==> config.mk <==
export PLATFORM = sky130hd
export DESIGN_NAME = branch_resolve_bht
export DESIGN_NICKNAME = d
export VERILOG_FILES = /design/src/rtl/branch_resolve_bht.sv
export SDC_FILE = /design/constraint.sdc
export NUM_CORES = 1
export LEC_CHECK = 0
export ABC_AREA = 0
export CAP_MARGIN = 20
export CORE_MARGIN = 2
export CORE_UTILIZATION = 52
export DETAILED_ROUTE_END_ITERATION = 7
export PLACE_DENSITY = 0.85
export SKIP_CTS_REPAIR_TIMING = 1
export SYNTH_ARGS = -nofsm -noshare
export SYNTH_HDL_FRONTEND = slang
export SYNTH_SLANG_ARGS = --single-unit
==> constraint.sdc <==
create_clock -name clk -period 5 [get_ports clk]
set_clock_uncertainty 0.15 [all_clocks]
set_input_delay 1 -clock clk [delete_from_list [all_inputs] [get_ports clk]]
set_output_delay 1 -clock clk [all_outputs]
set_load 0.05 [all_outputs]
==> src/rtl/branch_resolve_bht.sv <==
// Branch resolution unit with a BHT of 2-bit saturating counters: IF-stage lookup,
// EX-stage resolve/mispredict detection, BHT training and a saturating mispredict counter.
module branch_resolve_bht #(
  parameter int DATA_W    = 32,
  parameter int PC_W      = 32,
  parameter int BHT_DEPTH = 64,
  parameter int CNT_W     = 16
) (
  input  logic              clk,
  input  logic              rst,
  output logic              ready,
  input  logic              lk_valid,
  input  logic [PC_W-1:0]   lk_pc,
  output logic              lk_taken,
  output logic              lk_taken_vld,
  input  logic              rs_valid,
  input  logic [PC_W-1:0]   rs_pc,
  input  logic [2:0]        rs_kind,
  input  logic [DATA_W-1:0] rs_in1,
  input  logic [DATA_W-1:0] rs_in2,
  input  logic              rs_pred_taken,
  input  logic              rs_exception,
  output logic              rs_taken,
  output logic              rs_mispredict,
  output logic              rs_done,
  output logic [CNT_W-1:0]  mispred_cnt,
  output logic              dbg_state
);

  localparam int IDX_W = $clog2(BHT_DEPTH);

  typedef enum logic {ST_INIT = 1'b0, ST_RUN = 1'b1} state_e;

  typedef enum logic [2:0] {
    K_NONE = 3'd0,
    K_BEQ  = 3'd1,
    K_BNE  = 3'd2,
    K_BGEZ = 3'd3,
    K_BLTZ = 3'd4,
    K_TEQ  = 3'd5,
    K_JUMP = 3'd6,
    K_RSVD = 3'd7
  } kind_e;

  // Handshake: lk_valid and rs_valid are single-cycle requests with no backpressure;
  // each one accepted at a posedge is answered exactly one cycle later (lk_taken_vld,
  // rs_done). ready only reports that the init sweep has finished.

  state_e           state_q;
  logic [IDX_W-1:0] ptr_q;
  logic             ready_q;
  logic             lk_taken_q;
  logic             lk_vld_q;
  logic             rs_taken_q;
  logic             rs_mis_q;
  logic             rs_done_q;
  logic [CNT_W-1:0] mispred_cnt_q;
  logic [CNT_W-1:0] mispred_cnt_d;
  logic [1:0]       bht_q [BHT_DEPTH];

  logic [IDX_W-1:0] lk_idx;
  logic [IDX_W-1:0] rs_idx;
  logic             operands_eq;
  logic             res_taken;
  logic             res_trains;
  logic             res_mis;
  logic             resolve_fire;
  logic [1:0]       bht_cur;
  logic [1:0]       bht_cnt_d;
  logic             bht_we;
  logic [IDX_W-1:0] bht_waddr;
  logic [1:0]       bht_wdata;
  logic             unused_pc_bits;

  assign lk_idx      = lk_pc[IDX_W+1:2];
  assign rs_idx      = rs_pc[IDX_W+1:2];
  assign operands_eq = (rs_in1 == rs_in2);
  assign resolve_fire = rs_valid && (state_q == ST_RUN);

  assign unused_pc_bits = ^{lk_pc[PC_W-1:IDX_W+2], lk_pc[1:0],
                            rs_pc[PC_W-1:IDX_W+2], rs_pc[1:0]};

  // Outcome decode; an exception forces a redirect and suppresses training.
  always_comb begin
    res_taken  = 1'b0;
    res_trains = 1'b0;
    case (kind_e'(rs_kind))
      K_BEQ:  begin res_taken = operands_eq;         res_trains = 1'b1; end
      K_BNE:  begin res_taken = !operands_eq;        res_trains = 1'b1; end
      K_BGEZ: begin res_taken = !rs_in1[DATA_W-1];   res_trains = 1'b1; end
      K_BLTZ: begin res_taken = rs_in1[DATA_W-1];    res_trains = 1'b1; end
      K_TEQ:  res_taken = operands_eq;
      K_JUMP: res_taken = 1'b1;
      default: res_taken = 1'b0;
    endcase
    if (rs_exception) begin
      res_taken  = 1'b1;
      res_trains = 1'b0;
    end
    res_mis = rs_exception || (res_taken ^ rs_pred_taken);
  end

  assign bht_cur = bht_q[rs_idx];

  always_comb begin
    bht_cnt_d = bht_cur;
    if (res_taken) begin
      if (bht_cur != 2'b11) bht_cnt_d = bht_cur + 2'b01;
    end else begin
      if (bht_cur != 2'b00) bht_cnt_d = bht_cur - 2'b01;
    end
  end

  always_comb begin
    mispred_cnt_d = mispred_cnt_q;
    if (resolve_fire && res_mis && (mispred_cnt_q != '1))
      mispred_cnt_d = mispred_cnt_q + 1'b1;
  end

  // Single write port shared by the init sweep and resolve training.
  always_comb begin
    bht_we    = 1'b0;
    bht_waddr = rs_idx;
    bht_wdata = bht_cnt_d;
    if (!rst) begin
      if (state_q == ST_INIT) begin
        bht_we    = 1'b1;
        bht_waddr = ptr_q;
        bht_wdata = 2'b01;
      end else if (resolve_fire && res_trains) begin
        bht_we = 1'b1;
      end
    end
  end

  always_ff @(posedge clk) begin
    if (bht_we) bht_q[bht_waddr] <= bht_wdata;
  end

  always_ff @(posedge clk) begin
    if (rst) begin
      state_q       <= ST_INIT;
      ptr_q         <= '0;
      ready_q       <= 1'b0;
      lk_taken_q    <= 1'b0;
      lk_vld_q      <= 1'b0;
      rs_taken_q    <= 1'b0;
      rs_mis_q      <= 1'b0;
      rs_done_q     <= 1'b0;
      mispred_cnt_q <= '0;
    end else begin
      // Lookup reads the pre-write array, so a same-cycle resolve is not visible yet.
      lk_vld_q      <= lk_valid;
      lk_taken_q    <= lk_valid && (state_q == ST_RUN) && bht_q[lk_idx][1];
      rs_done_q     <= resolve_fire;
      rs_mis_q      <= resolve_fire && res_mis;
      if (resolve_fire) rs_taken_q <= res_taken;
      mispred_cnt_q <= mispred_cnt_d;
      case (state_q)
        ST_INIT: begin
          ptr_q <= ptr_q + 1'b1;
          if (ptr_q == IDX_W'(BHT_DEPTH - 1)) begin
            state_q <= ST_RUN;
            ready_q <= 1'b1;
          end
        end
        ST_RUN: begin
          state_q <= ST_RUN;
        end
        default: begin
          state_q <= ST_INIT;
          ptr_q   <= '0;
          ready_q <= 1'b0;
        end
      endcase
    end
  end

  assign ready         = ready_q;
  assign lk_taken      = lk_taken_q;
  assign lk_taken_vld  = lk_vld_q;
  assign rs_taken      = rs_taken_q;
  assign rs_mispredict = rs_mis_q;
  assign rs_done       = rs_done_q;
  assign mispred_cnt   = mispred_cnt_q;
  assign dbg_state     = state_q;

  a_mis_has_done: assert property (@(posedge clk) disable iff (rst) rs_mispredict |-> rs_done);
  a_lk_qualified: assert property (@(posedge clk) disable iff (rst) lk_taken |-> lk_taken_vld);

endmodule
* Word-level counts from Yosys, hierarchy flattened
Memory sizes are Yosys's and may differ from the RTL's.
Cells that the tools add are included.
** Storage, ports and cells
- Register bits after elaboration :: 29
- Logic and storage cells :: 57
- RAM bits :: 128
- Output and inout bits :: 23
- Memories kept :: 1
- Input bits :: 137
** Memory list
- bht_q :: depth 64, bits a word 2, read ports 2, clocked after memory_dff 0, wr ports 1, RTL line 59 : logic [1:0] bht_q [BHT_DEPTH];
** Operators by class
- Muxes and demuxes :: 18
- Eq/ne operators :: 10
- Bitwise operators :: 2
- Reductions and logical operators :: 13
- Add/sub/neg operators :: 4
** Operators with widths (count)
- 32-bit equality test :: 1
- 16-bit by 1-bit adder with 16-bit output, second input constant :: 1
- 16-bit inequality test, second input constant :: 1
- 6-bit 2-to-1 mux :: 2
- 2-bit 2-to-1 mux :: 5
- 3-bit equality test, second input constant :: 3
- 1-bit 2-to-1 mux :: 9
- 6-bit by 1-bit adder with 6-bit output, second input constant :: 1
- 3-bit by 2-bit equality test with 1-bit output, second input constant :: 2
- 6-bit equality test, second input constant :: 1
- 1-bit logical AND :: 6
- 1-bit one-hot mux with 5 select lines :: 1
- 4-bit OR reduction :: 1
- 3-bit by 1-bit equality test with 1-bit output, second input constant :: 1
- 2-bit by 1-bit adder with 2-bit output, second input constant :: 1
- 1-bit logical NOT :: 2
- 2-bit inequality test, second input constant :: 1
- 1-bit one-hot mux with 2 select lines :: 1
- 2-bit AND reduction :: 1
- 2-bit nonzero test :: 1
- 2-bit OR reduction :: 1
- 2-bit by 1-bit subtractor with 2-bit output, second input constant :: 1
- 1-bit logical OR :: 1
- 1-bit NOT :: 1
- 1-bit XOR :: 1

* Longest topological paths before layout
Gate-level depths: netlist of run 1.
- Word-level depth :: 10
- Gate-level depth with buffers :: 9
- Depth with buffers taken out :: 7

* Least setup slack after synthesis of run 1
Ideal clock, no wire load.
- Path kind :: input to register
- Start :: input rs_pc[3]
- End :: memory bht_q[0][1] (data pin)
- Slack :: 330 ps
- Stages on the path :: 8
- Arrival :: 4021 ps
- Library setup time :: 499 ps
- Buffers on the path :: 2
- Required time :: 4351 ps
- Cell sequence :: buf_2 -> clkbuf_1 -> mux4_2 -> a22oi_1 -> a211oi_1 -> nor4_1 -> maj3_1 -> nor2_1
** On the way
- Word-level cells in the longest chain between the ends :: 6
- Elaborated cells between the ends (all ways) :: 10
- Those cells by class :: add/sub (2); eq/ne (1); mux (5); reduce/logical (1); memory (1)
** RTL lines
- from (decl) :: RTL line 17 : input logic [PC_W-1:0] rs_pc,
- memory 64 x 2 bit *
- 2-bit by 1-bit subtractor with 2-bit output (tied with other cells) :: RTL line 110 : if (bht_cur != 2'b00) bht_cnt_d = bht_cur - 2'b01;
- 2-bit 2-to-1 mux, on equally long branches :: RTL line 110, 108
- 2-bit 2-to-1 mux * :: RTL line 107 : if (res_taken) begin
- 2-bit 2-to-1 mux :: RTL line 126 : if (state_q == ST_INIT) begin
- 2-bit 2-to-1 mux * :: RTL line 125 : if (!rst) begin
- named net bht_wdata[1] :: RTL line 72 : logic [1:0] bht_wdata;
- to (decl) :: RTL line 59
The timed path passes the listed nets; every way through them passes the cells marked *.

* Final worst setup path of run 1
- Start :: input rs_pc[4]
- End :: memory bht_q[26][1] (data pin)
The elaborated chain is that of the path after synthesis.

==> results of run 1 <==
## routing by layer
metal / global-route usage, % / part of all wire [%] / vias up
li1: - / - / 2433
met1: 28.9 / 36 / 2644
met2: 41.3 / 51 / 327
met3: 6.20 / 11 / 42
met4: 9.18 / 2.9 / 0
met5: 0 / 0 / -
## critical path, delay by kind of cell
| family | cells | cell delay [ns] |
|---|---|---|
| fa+ha+maj | 1 | 0.42 |
| compound gates | 2 | 0.49 |
| simple gates | 3 | 1.17 |
| buf+inv | 2 | 0.90 |
## worst paths after layout
path / from / end / slack [ns] / depth (start not counted)
hold reg to reg: mispred_cnt[8] / mispred_cnt[8] / 0.36 / 2
setup / recovery: rs_pc[4] / bht_q[26][1] / 1.10 / 8
hold / removal: mispred_cnt[8] / mispred_cnt[8] / 0.36 / 2
setup reg to reg: bht_q[15][1] / bht_q[26][1] / 2.04 / 7
## logic make-up (layout without fill, tap and decap cells)
family / count (synthesis) / count (layout) / share of synthesized area (%)
compound gates: 67 / 67 / 5.77
mux: 64 / 64 / 17.2
buf+inv: 32 / 155 / 2.24
fa+ha+maj: 4 / 4 / 0.599
simple gates: 205 / 205 / 12.7
xor+xnor: 37 / 37 / 4.20
flops: 157 / 157 / 57.3
## layout make-up
class / instances / area, um^2 / share of cell area (%)
clock buffers: 17 / 425 / 4.44
clock inverters: 15 / 120 / 1.25
inverters: 2 / 7.51 / 0.0783
multi-input cells: 377 / 3150 / 32.9
flip-flops and latches: 157 / 4420 / 46.2
well taps: 184 / 230 / 2.40
repair buffers: 121 / 1230 / 12.8
## through the flow
stage	util [%]	hold slack [ns]	std cells	area [um^2]	total power [mW]
2_1_floorplan	-	0.350	566	7720	1.64
3_3_place_gp	62.0	0.310	840	9010	1.77
3_5_place_dp	62.0	0.325	840	9010	1.78
4_1_cts	65.8	0.359	872	9560	2.95
5_1_grt	66.0	0.387	873	9590	3.04
6_report	66.0	0.358	873	9590	2.95
## placed cells by master, fill, tap and decap left out, types with 3 or more instances in the layout
cell,count
sky130_fd_sc_hd__a22oi_1,16
sky130_fd_sc_hd__a21oi_1,19
sky130_fd_sc_hd__mux4_2,48
sky130_fd_sc_hd__nor2_1,92
sky130_fd_sc_hd__nand3b_1,4
sky130_fd_sc_hd__nand2b_1,9
sky130_fd_sc_hd__nand2_1,29
sky130_fd_sc_hd__inv_6,4
sky130_fd_sc_hd__or4_1,8
sky130_fd_sc_hd__o31ai_1,10
sky130_fd_sc_hd__buf_12,3
sky130_fd_sc_hd__xor2_1,35
sky130_fd_sc_hd__o21ai_0,8
sky130_fd_sc_hd__buf_4,10
sky130_fd_sc_hd__clkinv_1,4
sky130_fd_sc_hd__dfxtp_1,29
sky130_fd_sc_hd__clkbuf_16,17
sky130_fd_sc_hd__mux2_2,6
sky130_fd_sc_hd__nor3_1,6
sky130_fd_sc_hd__clkinv_2,3
sky130_fd_sc_hd__and2_1,3
sky130_fd_sc_hd__nor4_1,14
sky130_fd_sc_hd__edfxtp_1,128
sky130_fd_sc_hd__nand4_1,10
sky130_fd_sc_hd__mux4_1,5
sky130_fd_sc_hd__nand3_1,10
sky130_fd_sc_hd__clkdlybuf4s50_1,106
sky130_fd_sc_hd__and4_1,3
sky130_fd_sc_hd__a211oi_1,3
sky130_fd_sc_hd__mux2i_1,4
sky130_fd_sc_hd__nor2b_1,10
sky130_fd_sc_hd__and3_1,5
## power by group through the flow
stage | logic (mW) | registers (mW) | clock network (mW)
2_1_floorplan | 0.166 | 1.48 | 0
3_3_place_gp | 0.297 | 1.47 | 0
3_5_place_dp | 0.308 | 1.48 | 0
4_1_cts | 0.310 | 1.45 | 1.19
5_1_grt | 0.342 | 1.45 | 1.25
6_report | 0.318 | 1.45 | 1.19
==> reports/metrics.yaml, run 1 <==
global_routing:
  grt_remaining_overflow: 0
  antenna_violations_before_repair: 0
  grt_max_degree: 65
  grt_first_pass_wirelength_um: 28700
  via_count_of_the_first_global_routing_pass: 5567
  grtUsageTotal_pct: 23.9
placed_design:
  numPortBuffers: 107
  globalplace.congestion: 0.846
  post-dp-hpwl_um: 12500
  place_ws_ns: 0.351
clock_network:
  cts_buffers: 17
  worst_skew_pair.late_latency_ns: 0.43
  cts.clk_slew.worst_paths_ns: 0.06
  clock_tree.htree_level_count: 4
  cts.sink_count: 157
  tritoncts: "done"
  clock-root-buffer: "sky130_fd_sc_hd__clkbuf_16"
  cts_max_path_bufs: 2
floorplan:
  die_width_um: 126
  core.rowCount: 44
  die_h_um: 126
  design.portCount: 160
  floorplan_core_area_mm2: 0.0145
  dieArea_mm2: 0.0158
  start_util_pct: 53.1
yosys:
  mappedNetlistNets: 705
  ys_seq_area_share_pct: 57.3
  synthMostInstantiatedCell: "sky130_fd_sc_hd__edfxtp_1"
  ys_async_rst_share_pct: 0
  synthTopCellsByCount: "sky130_fd_sc_hd__edfxtp_1, sky130_fd_sc_hd__nor2_1, sky130_fd_sc_hd__mux4_2, sky130_fd_sc_hd__xor2_1"
  syn_avg_cell_area_um2: 13.6
  yosys_register_bits: 157
  synth.area.top_cells: "sky130_fd_sc_hd__edfxtp_1, sky130_fd_sc_hd__mux4_2, sky130_fd_sc_hd__dfxtp_1"
  syn_area_mm2: 0.00772
  synth-main-ff-cell: "sky130_fd_sc_hd__edfxtp_1"
  ys_types: 46
  synth_enable_flop_cells: 128
  post-synth-top-area-fraction_pct: 49.8
  synth_cells: 566
  synthesis.yosys.warnings: 0
  yosysTopAreaCell: "sky130_fd_sc_hd__edfxtp_1"
power:
  power.share.clock_pct: 40.2
  vdd.ir_drop.worst_v: 0.000287
  seq_power_share_pct: 49.0
  power.share.combinational_pct: 10.8
  power.leakage_nw: 3.10
  p_int_mw: 2.28
  total_power_density_per_cell_area_mw_per_mm2: 308
  p_switching_mw: 0.678
  sw_frac_of_total_pct: 22.9
timing:
  period_share_pct: 78.1
  worst-slew-pin-transition_ns: 0.844
  number_of_failing_hold_endpoints_at_the_final_stage: 0
  final-setup-viol-count: 0
  setup_tns_ns: 0
  report.final.slew_viol_count: 0
  fmax_mhz: 256
  rsz0062_at_grt: "false"
  max-slew-margin-rel_pct: 43.5
  fin_ws_ns: 1.10
  final_period_minus_worst_setup_slack_ns: 3.90
job:
  timing.max_cap.violations: 0
cells_and_area:
  layout.nets: 815
  antenna_cells: 0
  largest-register: "bht_q"
  filler_cell_count: 1038
  max_reg_flops: 128
  drive_above_1_share_pct: 14.9
  areaGrowthSynthToFinish_pct: 24.1
routing:
  drt_wl_total_um: 18400
  detail-route-antenna-nets: 0
  dr_total_vias: 5446
  dr.pass1.iters: 5
  viasPerCell: 6.24
  detail_route.wl_per_cell_um: 21.1
  drcViolationCount: 0
  detail_route.iter0.violations: 616
critical_path:
  worst_ep_arrival_time_ns: 4.02
  worst-setup-path-type: "input port to flop"
  critical_path.max_fanout: 38
  crit_path_cell_trace: "clkdlybuf4s50_1 > nor2b_1 > a22oi_1 > a211oi_1 > nor4_1 > maj3_1 > nor2_4 > buf_16"
  worst_ep_required_time_ns: 5.11
  cpPeakStageDelay_ns: 0.64
  timing.critical_path.to_type: "flop"
  cpMaxStageDelayCell: "sky130_fd_sc_hd__clkdlybuf4s50_1"
  setup.worst_path.start_class: "input port"
outcome:
  result_of_the_run: "finished clean"
min_path:
  hp-class: "flop to flop"
Note: power is estimated with default switching activity, not from simulation.
==> run 2, diff against run 1 <==
--- a/config.mk
+++ b/config.mk
@@ -8,9 +8,9 @@
 export ABC_AREA = 0
 export CAP_MARGIN = 20
 export CORE_MARGIN = 2
-export CORE_UTILIZATION = 52
+export CORE_UTILIZATION = 47
 export DETAILED_ROUTE_END_ITERATION = 7
-export PLACE_DENSITY = 0.85
+export PLACE_DENSITY = 0.81
 export SKIP_CTS_REPAIR_TIMING = 1
 export SYNTH_ARGS = -nofsm -noshare
 export SYNTH_HDL_FRONTEND = slang
==> constraint.sdc (replaced) <==
create_clock -name clk -period 3.15 [get_ports clk]
set_clock_uncertainty 0.15 [all_clocks]
set_input_delay 0.63 -clock clk [delete_from_list [all_inputs] [get_ports clk]]
set_output_delay 0.63 -clock clk [all_outputs]
set_load 0.05 [all_outputs]
==> reports/metrics.yaml, run 2 (same netlist as run 1, synthesis figures left out) <==
timing:
  setup_tns_ns: 0
  worst-slew-pin-transition_ns: 0.719
  number_of_failing_hold_endpoints_at_the_final_stage: 0
  final-setup-viol-count: 0
  final_period_minus_worst_setup_slack_ns: 3.07
  report.final.slew_viol_count: 0
  max-slew-margin-rel_pct: 51.7
  period_share_pct: 97.4
  fmax_mhz: 326
  hold_slack_ns: 0.353
critical_path:
  setup.worst_path.start_class: "input port"
  worst-setup-path-type: "input port to flop"
  timing.rr.start: "bht_q[15][0]"
  worst_ep_required_time_ns: 3.31
  critical_path.max_fanout: 22
  r2r_cells: 7
  worst_ep_arrival_time_ns: 3.23
  rr_endpoint: "bht_q[51][0]"
  regToRegSetupSlack_ns: 0.40
  timing.critical_path.to_type: "flop"
clock_network:
  clock-root-buffer: "sky130_fd_sc_hd__clkbuf_16"
  cts_buffers: 17
  worst_skew_pair.late_latency_ns: 0.43
  clock_tree.htree_level_count: 4
  tritoncts: "done"
  cts.clk_slew.worst_paths_ns: 0.07
  cts.sink_count: 157
  cts_max_path_bufs: 2
routing:
  drcViolationCount: 0
  dr.pass1.iters: 5
  detail-route-antenna-nets: 0
  viasPerCell: 6.00
  detail_route.wl_per_cell_um: 21.6
  detail_route.iter0.violations: 567
  dr_total_vias: 5601
  drt_wl_total_um: 20200
placed_design:
  globalplace.congestion: 0.930
  numPortBuffers: 107
  dpl-instance-area_mm2: 0.00936
  place.detailed.instances: 900
  post-dp-hpwl_um: 14100
min_path:
  holdPathEnd: "mispred_cnt[8]"
  hp-class: "flop to flop"
  hold_path.startpoint: "mispred_cnt[8]"
  worst_hold_path.num_cells: 2
floorplan:
  dieArea_mm2: 0.0175
  floorplan_core_area_mm2: 0.0160
  start_util_pct: 48.3
  die_width_um: 132
  core.rowCount: 46
  die_h_um: 132
  design.portCount: 160
outcome:
  result_of_the_run: "finished clean"
power:
  vdd.ir_drop.worst_v: 0.000412
  power.leakage_nw: 3.31
  total_power_density_per_cell_area_mw_per_mm2: 488
cells_and_area:
  final_cell_mix: "sky130_fd_sc_hd__edfxtp_1, sky130_fd_sc_hd__clkdlybuf4s50_1, sky130_fd_sc_hd__nor2_1, sky130_fd_sc_hd__mux4_2, sky130_fd_sc_hd__xor2_1"
  finalCoreUtilization_pct: 62.6
  max_reg_flops: 128
  postLayoutCellArea_mm2: 0.0100
  layout.nets: 843
  antenna_cells: 0
  largest-register: "bht_q"
  instances_no_fill: 933
  areaGrowthSynthToFinish_pct: 29.6
  drive_above_1_share_pct: 20.4
  final_common_cell: "sky130_fd_sc_hd__edfxtp_1"
global_routing:
  antenna_violations_before_repair: 0
  grtUsageTotal_pct: 23.2
  grt_remaining_overflow: 0
  grt_first_pass_wirelength_um: 30900
  via_count_of_the_first_global_routing_pass: 5826
  grt_max_degree: 37
job:
  timing.max_cap.violations: 0
run 2: worst max path at each step:
| stage | start | endpoint | slack (ns) |
|---|---|---|---|
| finish | rs_in2[24] | mispred_cnt[11] | 0.08 |
| global route | rs_in1[21] | mispred_cnt[11] | -0.06 |
| CTS | rs_pc[3] | bht_q[56][0] | -0.05 |
| detailed placement | rs_pc[3] | bht_q[55][0] | -0.49 |
| global placement | rs_pc[3] | bht_q[54][0] | -0.42 |
| floorplan | rs_pc[2] | bht_q[0][0] | -0.09 |
run 2: worst max-delay path, cell delays in order:
cell                              delay, ns
sky130_fd_sc_hd__clkdlybuf4s50_1       0.42
sky130_fd_sc_hd__xor2_1                0.16
sky130_fd_sc_hd__nor4_1                0.32
sky130_fd_sc_hd__buf_4                 0.18
sky130_fd_sc_hd__nand4_1               0.15
sky130_fd_sc_hd__o211ai_1              0.24
sky130_fd_sc_hd__o311ai_2              0.19
sky130_fd_sc_hd__buf_12                0.20
sky130_fd_sc_hd__nor4_2                0.36
sky130_fd_sc_hd__mux2_2                0.38
run 2: metal layers:
layer | track usage, % | vias up | part of all wire (%)
li1 | - | 2488 | -
met1 | 27.1 | 2701 | 36
met2 | 39.5 | 344 | 49
met3 | 7.50 | 68 | 11
met4 | 10.3 | 0 | 3.8
met5 | 0 | - | 0
run 2: power by group:
group	switching [mW]	internal, mW	total [mW]
Clock	0.896	1.12	2.02
Combinational	0.283	0.288	0.572
Sequential	0.00864	2.29	2.30
run 2: area by class of cell:
type / instances / area (um^2)
fillers: 1167 / 5990
flip-flops and latches: 157 / 4420
multi-input cells: 377 / 3170
repair buffers: 149 / 1560
clock buffers: 17 / 425
well taps: 216 / 270
clock inverters: 15 / 158
inverters: 2 / 7.51
run 2: per-stage QoR:
| stage | setup WS (ns) | total power, mW |
|---|---|---|
| 2_1_floorplan | -0.0948 | 2.61 |
| 3_3_place_gp | -0.425 | 2.88 |
| 3_5_place_dp | -0.495 | 2.90 |
| 4_1_cts | -0.0452 | 4.89 |
| 5_1_grt | -0.0609 | 5.03 |
| 6_report | 0.0807 | 4.88 |
==> run 3, diff against run 2 <==
--- a/config.mk
+++ b/config.mk
@@ -7,7 +7,7 @@
 export LEC_CHECK = 0
 export ABC_AREA = 0
 export CAP_MARGIN = 20
-export CORE_MARGIN = 2
+export CORE_MARGIN = 3
 export CORE_UTILIZATION = 47
 export DETAILED_ROUTE_END_ITERATION = 7
 export PLACE_DENSITY = 0.81
==> reports/metrics.yaml, run 3 (same netlist as run 1, synthesis figures left out) <==
outcome:
  result_of_the_run: "finished clean"
cells_and_area:
  filler_cell_count: 1151
  multiInputGateArea_mm2: 0.00319
  layout.nets: 853
  final_common_cell: "sky130_fd_sc_hd__edfxtp_1"
  final_cell_mix: "sky130_fd_sc_hd__edfxtp_1, sky130_fd_sc_hd__clkdlybuf4s50_1, sky130_fd_sc_hd__nor2_1, sky130_fd_sc_hd__mux4_2"
  largest-register: "bht_q"
  drive_above_1_share_pct: 21.6
  finalCoreUtilization_pct: 63.3
  antenna_cells: 0
  areaGrowthSynthToFinish_pct: 31.1
  max_reg_flops: 128
  regArea_mm2: 0.00442
floorplan:
  dieArea_mm2: 0.0180
  core.rowCount: 46
  die_width_um: 134
  floorplan_core_area_mm2: 0.0160
  die_h_um: 134
  start_util_pct: 48.3
  design.portCount: 160
clock_network:
  tritoncts: "done"
  cts.clk_slew.worst_paths_ns: 0.06
  worst_skew_pair.late_latency_ns: 0.43
  cts_max_path_bufs: 2
  cts.sink_count: 157
  clock-root-buffer: "sky130_fd_sc_hd__clkbuf_16"
  clock_tree.htree_level_count: 4
  cts_buffers: 17
critical_path:
  worst_ep_required_time_ns: 3.29
  cpPeakStageDelay_ns: 0.52
  setup.worst_path.start_class: "input port"
  worst_ep_arrival_time_ns: 3.26
  crit_family: "buffers and inverters"
  cpMaxStageDelayCell: "sky130_fd_sc_hd__mux4_2"
  crit_buf_inv: 3
  crit_path_cell_trace: "buf_2 > buf_12 > mux4_2 > a22oi_1 > a21oi_1 > or4_1 > maj3_2 > o21ai_4 > clkbuf_16"
  timing.critical_path.to_type: "flop"
  critical_path.max_fanout: 13
  worst-setup-path-type: "input port to flop"
timing:
  hold_slack_ns: 0.349
  fmax_mhz: 321
  final_period_minus_worst_setup_slack_ns: 3.11
  max-slew-margin-rel_pct: 55.9
  number_of_failing_hold_endpoints_at_the_final_stage: 0
  final-setup-viol-count: 0
  period_share_pct: 98.8
  report.final.slew_viol_count: 0
  worst-slew-pin-transition_ns: 0.656
routing:
  detail_route.iter0.violations: 583
  viasPerCell: 6.01
  detail-route-antenna-nets: 0
  dr_total_vias: 5666
  drcViolationCount: 0
  dr.pass1.iters: 5
  detail_route.wl_per_cell_um: 22.2
  drt_wl_total_um: 20900
power:
  power.leakage_nw: 3.36
  vdd.ir_drop.worst_v: 0.000477
  total_power_density_per_cell_area_mw_per_mm2: 482
placed_design:
  post-dp-hpwl_um: 14200
  globalplace.congestion: 0.934
  numPortBuffers: 107
global_routing:
  grt_first_pass_wirelength_um: 30900
  grt_remaining_overflow: 0
  antenna_violations_before_repair: 0
  via_count_of_the_first_global_routing_pass: 5827
  grt_max_degree: 33
  grtUsageTotal_pct: 22.6
min_path:
  hp-class: "flop to flop"
job:
  timing.max_cap.violations: 0
## run 3: metal layers
layer  share of wire, %  vias to the layer above  global-route usage [%]
li1                   -                     2504                       -
met3                 12                       37                    6.71
met4                2.6                        0                    8.48
met5                  0                        -                       0
met2                 50                      399                    38.5
met1                 35                     2726                    27.5
## run 3: power by group
group | switching, mW | leakage (nW) | total (mW) | internal (mW)
sequential | 0.00916 | 1.39 | 2.30 | 2.29
clock | 0.875 | 0.269 | 1.98 | 1.10
combinational | 0.298 | 1.70 | 0.608 | 0.310
## run 3: final cells by class
cell class | instances | area share [%]
clock buffers | 19 | 4.28
clock inverters | 13 | 1.27
flip-flops and latches | 157 | 43.7
repair buffers | 159 | 16.5
multi-input cells | 377 | 31.5
well taps | 216 | 2.67
inverters | 2 | 0.0741
## run 3: metrics by stage
step / instance area (um^2) / setup WS (ns) / instances / setup TNS, ns / total power [mW]
after floorplan: 7750 / -0.0948 / 566 / -9.15 / 2.61
after global placement: 9410 / -0.408 / 906 / -50.30 / 2.88
after detailed placement: 9410 / -0.493 / 906 / -59.28 / 2.90
after CTS: 9970 / -0.0526 / 938 / -2.80 / 4.85
after global routing: 10100 / -0.0127 / 943 / -0.0619 / 5.01
final: 10100 / 0.0379 / 943 / 0 / 4.88
## run 3: worst paths after layout
path                start            to  slack [ns]  depth (start not counted)
max              rs_pc[2]  bht_q[55][0]        0.04                          9
min              rs_taken      rs_taken        0.35                          2
max reg2reg  bht_q[31][0]  bht_q[55][0]        0.22                          7
min reg2reg      rs_taken      rs_taken        0.35                          2
## run 3: worst register-to-register path, delay by kind of cell (launching register included)
| family | cells | cell delay (ns) |
|---|---|---|
| AO/OA/AOI/OAI | 3 | 0.60 |
| AND/OR/NAND/NOR | 1 | 0.55 |
| multiplexers | 1 | 0.51 |
| flip-flops | 1 | 0.36 |
| adder cells (fa/ha/maj) | 1 | 0.36 |
| buffers and inverters | 1 | 0.26 |
